<file path="src/rtl/key_event_fifo.sv">
// Keystroke/encoder event FIFO between the scanner and the ARM: edge-detected
// capture, show-ahead registered read port, sticky overflow and interrupt.
module key_event_fifo #(
  parameter int DEPTH     = 16,
  parameter int ADDR_W    = 4,
  parameter bit IRQ_PULSE = 1'b0
) (
  input  logic              CLK_LOW,
  input  logic              RST,
  input  logic              KEY_CODE_INT,
  input  logic [7:0]        KEY_CODE_VALUE,
  input  logic              ARM_RD_EN,
  input  logic              ARM_CLR_OVF,
  output logic [7:0]        ARM_RD_DATA,
  output logic              ARM_IRQ,
  output logic [ADDR_W:0]   FIFO_COUNT,
  output logic              FIFO_EMPTY,
  output logic              FIFO_FULL,
  output logic              OVERFLOW
);

  localparam logic [ADDR_W:0]   DEPTH_CNT = (ADDR_W + 1)'(DEPTH);
  localparam logic [ADDR_W:0]   CNT_ONE   = (ADDR_W + 1)'(1);
  localparam logic [ADDR_W-1:0] PTR_ONE   = (ADDR_W)'(1);

  logic [7:0]        mem [DEPTH];
  logic [ADDR_W-1:0] wptr;
  logic [ADDR_W-1:0] rptr;
  logic              kint_d;

  logic              push_req;
  logic              pop_ok;
  logic              push_ok;
  logic              drop;
  logic [ADDR_W:0]   count_next;

  // Handshake: there is no back-pressure toward the scanner. A push is offered
  // by a KEY_CODE_INT rising edge and is accepted when the FIFO has room at that
  // edge (a same-cycle pop counts as room); otherwise the code is dropped and
  // OVERFLOW latches. ARM_RD_EN pops the head when non-empty and is a no-op
  // otherwise. Both strobes act on the rising edge where they are seen high.
  always_comb begin
    push_req = KEY_CODE_INT & ~kint_d;
    pop_ok   = ARM_RD_EN & ~FIFO_EMPTY;
    push_ok  = push_req & (~FIFO_FULL | pop_ok);
    drop     = push_req & FIFO_FULL & ~pop_ok;
  end

  always_comb begin
    count_next = FIFO_COUNT;
    case ({push_ok, pop_ok})
      2'b10:   count_next = FIFO_COUNT + CNT_ONE;
      2'b01:   count_next = FIFO_COUNT - CNT_ONE;
      default: count_next = FIFO_COUNT;
    endcase
  end

  // Storage is deliberately left out of reset; pointers alone define validity.
  always_ff @(posedge CLK_LOW) begin
    if (push_ok) begin
      mem[wptr] <= KEY_CODE_VALUE;
    end
  end

  always_ff @(posedge CLK_LOW or negedge RST) begin
    if (!RST) begin
      kint_d     <= 1'b0;
      wptr       <= '0;
      rptr       <= '0;
      FIFO_COUNT <= '0;
      FIFO_EMPTY <= 1'b1;
      FIFO_FULL  <= 1'b0;
    end else begin
      kint_d     <= KEY_CODE_INT;
      if (push_ok) begin
        wptr <= wptr + PTR_ONE;
      end
      if (pop_ok) begin
        rptr <= rptr + PTR_ONE;
      end
      FIFO_COUNT <= count_next;
      FIFO_EMPTY <= (count_next == '0);
      FIFO_FULL  <= (count_next == DEPTH_CNT);
    end
  end

  // Read data samples the settled head, so a fresh entry shows one edge later.
  always_ff @(posedge CLK_LOW or negedge RST) begin
    if (!RST) begin
      ARM_RD_DATA <= 8'h00;
    end else if (!FIFO_EMPTY) begin
      ARM_RD_DATA <= mem[rptr];
    end else begin
      ARM_RD_DATA <= 8'h00;
    end
  end

  // A drop in the same cycle as a clear keeps the flag set.
  always_ff @(posedge CLK_LOW or negedge RST) begin
    if (!RST) begin
      OVERFLOW <= 1'b0;
    end else if (drop) begin
      OVERFLOW <= 1'b1;
    end else if (ARM_CLR_OVF) begin
      OVERFLOW <= 1'b0;
    end
  end

  always_ff @(posedge CLK_LOW or negedge RST) begin
    if (!RST) begin
      ARM_IRQ <= 1'b0;
    end else if (IRQ_PULSE) begin
      ARM_IRQ <= push_ok;
    end else begin
      ARM_IRQ <= (count_next != '0);
    end
  end

endmodule
</file>
<file path="config.mk">
export PLATFORM = sky130hd
export DESIGN_NAME = key_event_fifo
export DESIGN_NICKNAME = d
export VERILOG_FILES = /design/src/rtl/key_event_fifo.sv
export SDC_FILE = /design/constraint.sdc
export NUM_CORES = 1
export LEC_CHECK = 0
export CORE_UTILIZATION = 64
export DETAILED_ROUTE_END_ITERATION = 8
export HOLD_SLACK_MARGIN = 0.03
export PLACE_DENSITY = 0.88
export SLEW_MARGIN = 20
export SYNTH_ARGS = -nofsm -noshare
export SYNTH_HDL_FRONTEND = slang
export SYNTH_SLANG_ARGS = --single-unit
</file>
<file path="constraint.sdc">
create_clock -name CLK_LOW -period 4.57 [get_ports CLK_LOW]
set_clock_uncertainty 0.05 [all_clocks]
set_input_delay 0.457 -clock CLK_LOW [delete_from_list [all_inputs] [get_ports CLK_LOW]]
set_output_delay 0.457 -clock CLK_LOW [all_outputs]
set_load 0.03 [all_outputs]
</file>
Word-level counts from Yosys, hierarchy flattened
Memory sizes are Yosys's and may differ from the RTL's. Index checks and enable logic that the tools add are counted. W data, S select, Z words.

Add/subtract/negate cells: 4. Multipliers: 0. Divide/modulo/power cells: 0. Magnitude comparators: 0. Eq/ne operators: 3. Shifts and indexed selects: 0. Mux-type cells: 6. Bitwise gates (word level): 10. Reduce and logical (&&, ||, !) cells: 3.

Operator list (count): $pmux W5 S2 (1); $add A4 B1 Y4 const B (2); $mux W8 (1); $add A5 B1 Y5 const B (1); $and A1 B1 Y1 (5); $eq A5 B5 Y1 const B (1); $logic_not A5 Y1 (1); $reduce_bool A5 Y1 (1); $sub A5 B1 Y5 const B (1); $mux W1 (4); $not A1 Y1 (4); $eq A2 B1 Y1 const B (1); $eq A2 B2 Y1 const B (1); $reduce_bool A2 Y1 (1); $or A1 B1 Y1 (1).

Bits in registers: 26. Bits in latches: 0. Memory bits (writable): 128. Bits in read-only memories: 0. Output and inout port bits: 17. Logic and storage cells: 36. Memories kept: 1.

Memory list: mem (depth 16, bits a word 8, read ports 1, clocked after memory_dff 0, write ports 1, RTL line 26) `logic [7:0] mem [DEPTH];`.

Logic depth before layout (Yosys ltp)
Word-level depth: 7. Depth in mapped cells: 12.

Least setup slack after synthesis
OpenSTA, ideal clock, no wires.

Path type: flip-flop to flip-flop. From: register FIFO_EMPTY. To: register ARM_IRQ. Arrival: 2.901 ns. Setup slack: 1.487 ns. Stages on the path, launching flop included: 13. Cell sequence: dfstp_2 nand2b_1 a21oi_2 inv_1 ha_1 buf_2 xor2_1 ha_1 a21oi_1 mux2i_1 xnor2_1 or2_2 or3_1.

Word-level cells in the longest chain between the ends: 7.

Ends and longest elaborated chain: start, declared (RTL line 17) `output logic FIFO_EMPTY,`; start signal, assigned (RTL line 82) `FIFO_EMPTY <= (count_next == '0);`; $not A1 Y1 * (RTL line 44) `pop_ok = ARM_RD_EN & ~FIFO_EMPTY;`; $and A1 B1 Y1 * (RTL line 44); $or A1 B1 Y1 (RTL line 45) `push_ok = push_req & (~FIFO_FULL | pop_ok);`; $and A1 B1 Y1 (RTL line 45); $eq A2 B1 Y1 or $eq A2 B2 Y1 (tied branches) (RTL line 51) `case ({push_ok, pop_ok})`; $pmux W5 S2 * (RTL line 51); named net count_next[2] (RTL line 35) `logic [ADDR_W:0] count_next;`; $reduce_bool A5 Y1 * (RTL line 115) `ARM_IRQ <= (count_next != '0);`; end signal, assigned (RTL line 113) `ARM_IRQ <= push_ok;`; end signal, assigned (RTL line 115); end, declared (RTL line 15) `output logic ARM_IRQ,`.

Mark *: on every way through the listed nets, which the timed path passes. The rest lies on a longest branch. A chain may end at the register's enable or synchronous reset.

Final worst setup path
Same ends and word-level chain as after synthesis.

==> flow_summary.json <==
{
  "status": "complete, no violations",
  "ys_types": 40,
  "pre_cts_ws_ns": 0.8321,
  "syn-mean-instance-area_um2": 19.77,
  "holdPathEnd": "kint_d",
  "die-area_um2": 10010,
  "final_util": 0.7683,
  "grt_pass1_wl_um": 18350,
  "cts_max_level": 4,
  "rows": 35,
  "dp_cells": 460,
  "r2r_cells": 11,
  "whs_path_depth": 1,
  "stdcell_count": 493,
  "period_needed_ns": 3.363,
  "rsz0062_at_grt": "false",
  "antenna_found_initial": 0,
  "vias": 3131,
  "r2r_start": "FIFO_EMPTY",
  "overflow": 0,
  "cp_max_fo": 11,
  "finalHoldViolations": 0,
  "wirelength_um": 12010,
  "nNetsFinal": 372,
  "drv_slew": 0,
  "clkLatencyLatePin_ns": 0.52,
  "power_leakage_nw": 2.403,
  "port_buffers": 29,
  "final_cell_area_um2": 7133,
  "ios": 30,
  "critPathKind": "flip-flop to flip-flop",
  "timing.fmax_mhz": 297.4,
  "via_per_inst": 6.351,
  "ir_drop_mv": 0.5919,
  "grtUsageTotal": 0.2688,
  "place_congestion": 0.8864,
  "die_w_um": 100.0,
  "internal_power_mw": 3.089,
  "cts_tree": "yes",
  "grt_max_degree": 35,
  "post_cts_resized": 0,
  "p_sw_mw": 1.396,
  "grt_pass1_vias": 3202,
  "power_frac_comb": 0.268,
  "fin_ws_ns": 1.207,
  "cts.sinks": 154,
  "period_share": 0.7359,
  "crit_path_start_kind": "flip-flop",
  "syn_area_um2": 6150,
  "hp-start": "KEY_CODE_INT",
  "swShare": 0.3113,
  "start_util": 0.6624,
  "ys_ff_latch": 154,
  "pwr-share-seq": 0.444,
  "synth_warnings": 0,
  "drtAntennaViolNets": 0,
  "r2r_end": "ARM_IRQ",
  "path_clk_slew_ns": 0.06,
  "max_cap_violations": 0,
  "maxSlewHeadroom": 0.3263,
  "startpoint": "FIFO_EMPTY",
  "finalPower_mw": 4.485,
  "setup_viol": 0,
  "post-route-drc-count": 0,
  "p_per_area_nw_per_um2": 628.7,
  "core_um2": 9284,
  "power.share.clock": 0.289,
  "diodes": 0,
  "reg2reg_slack_ns": 1.21,
  "holdWs_ns": 0.3787,
  "cts_hold_buf": 0,
  "layout-drive-gt1-share": 0.2418,
  "syn_to_final_growth_pct": 15.99,
  "wl_per_cell_um": 24.35,
  "worst_slew_pin_slew_ns": 1.007,
  "cp.required_ns": 4.92,
  "clockRootBuffer": "clkbuf_8",
  "cp.arrival_ns": 3.72,
  "seq_area_frac_synth": 0.7310,
  "drt_first_pass_iters": 5,
  "clock_path_buffers": 2,
  "endpoint_kind": "flip-flop",
  "fin_setup_tns_ns": 0,
  "drtIter0Drc": 294,
  "synth_cells": 311,
  "hpwl_um": 7208,
  "postCtsSetupRepairBufs": 0,
  "numCtsBuffers": 17,
  "dpl-instance-area_um2": 6576,
  "synth.net_count": 332,
  "hold_class": "input pin to flip-flop",
  "die_y_um": 100.0
}
==> registers in the layout (all words and copies together), names as in the netlist <==
name	flops
mem	128
ARM_RD_DATA	8
FIFO_COUNT	5
rptr	4
wptr	4
ARM_IRQ	1
FIFO_EMPTY	1
FIFO_FULL	1
OVERFLOW	1
kint_d	1
==> power groups by stage <==
stage	Clock (mW)	Sequential, mW	Combinational, mW
after floorplan	0	1.92	0.920
after global placement	0	2.01	1.16
after detailed placement	0	2.02	1.19
after CTS	1.31	1.99	1.20
after global routing	1.37	2.02	1.27
final	1.30	1.99	1.20
==> Yosys cell counts <==
library cell,n,share of area
o31ai_1,1,0.0012
ha_1,8,0.016
nand3b_1,1,0.0012
o21ai_0,2,0.0016
edfxtp_1,128,0.63
nor2b_1,10,0.010
a21oi_1,3,0.0024
nor4b_1,1,0.0014
or3b_2,1,0.0014
or3_1,1,0.0010
a21oi_2,1,0.0014
buf_2,3,0.0024
dfrtp_1,25,0.10
or2_2,1,0.0010
buf_1,2,0.0012
nor2_1,7,0.0043
nand3_1,1,0.00081
nand2b_1,3,0.0031
nor3_1,7,0.0057
and2_1,4,0.0041
buf_4,1,0.0012
nand2_1,10,0.0061
xnor2_1,8,0.011
o31a_1,1,0.0014
mux4_2,40,0.15
buf_6,3,0.0055
mux2_2,1,0.0018
inv_1,10,0.0061
nor4_1,5,0.0051
and3_1,1,0.0010
a211o_1,1,0.0014
dfstp_2,1,0.0043
xor2_1,3,0.0043
mux2i_1,2,0.0033
o22ai_1,1,0.0010
clkbuf_1,7,0.0043
nor4bb_1,1,0.0016
o211a_1,1,0.0016
nor3b_1,2,0.0024
nand4_1,2,0.0020
==> layout make-up <==
type,instances,area (um2)
well taps,129,161.4
multi-input cells,131,1536
repair buffers,37,347.8
fillers,483,2151
clock inverters,15,137.6
flip-flops and latches,154,4498
inverters,10,37.54
clock buffers,17,414.1
==> cells by family after synthesis <==
family / after synthesis / synth area share
multiplexers: 43 / 0.1516
buffers and inverters: 26 / 0.02075
adder cells (fa/ha/maj): 8 / 0.01628
XOR/XNOR: 11 / 0.01567
AND/OR/NAND/NOR: 58 / 0.05249
AO/OA/AOI/OAI: 11 / 0.01221
flip-flops: 154 / 0.7310
==> critical path: stages, from the launching register on <==
cell,delay [ns]
dfstp_2,0.43
nand2b_1,0.25
a21oi_2,0.37
inv_1,0.21
ha_1,0.35
xor2_1,0.20
ha_1,0.23
a21oi_1,0.17
mux2i_1,0.24
xnor2_1,0.11
or2_2,0.33
or3_1,0.32
==> how the worst max path moves through the flow <==
| stage | slack [ns] | depth (start not counted) | endpoint |
|---|---|---|---|
| 3_3_place_gp | 1.01 | 12 | ARM_IRQ |
| 2_1_floorplan | 1.49 | 12 | ARM_IRQ |
| 4_1_cts | 1.21 | 11 | ARM_IRQ |
| 5_1_grt | 0.97 | 11 | ARM_IRQ |
| 6_report | 1.21 | 11 | ARM_IRQ |
| 3_5_place_dp | 0.83 | 12 | ARM_IRQ |
==> layer usage <==
metal / vias up / GRT usage / wire [um]
li1: 1318 / - / -
met1: 1600 / 0.3424 / 4533
met2: 181 / 0.4297 / 6190
met3: 32 / 0.08287 / 944
met4: 0 / 0.1271 / 337
met5: - / 0 / 0
==> layout by cell type (no fill, tap or decap), types with 2 or more instances in the layout <==
cell type | Yosys | layout
dfrtp_2 | 0 | 2
nand4_1 | 2 | 2
nor3b_1 | 2 | 2
nor3_1 | 7 | 5
and2_1 | 4 | 4
a21oi_1 | 3 | 3
nor2_1 | 7 | 7
xor2_1 | 3 | 3
clkdlybuf4s50_1 | 0 | 28
nor4_1 | 5 | 5
inv_1 | 10 | 10
ha_1 | 8 | 8
inv_6 | 0 | 6
buf_4 | 1 | 7
xnor2_1 | 8 | 8
clkinv_2 | 0 | 2
o21ai_0 | 2 | 2
nor3_2 | 0 | 2
mux4_2 | 40 | 40
clkinvlp_4 | 0 | 4
clkbuf_16 | 0 | 16
nand2_1 | 10 | 10
nand2b_1 | 3 | 3
mux2i_1 | 2 | 2
edfxtp_1 | 128 | 128
nor2b_1 | 10 | 10
dfrtp_1 | 25 | 23
Power figures use the tool's default switching activity.
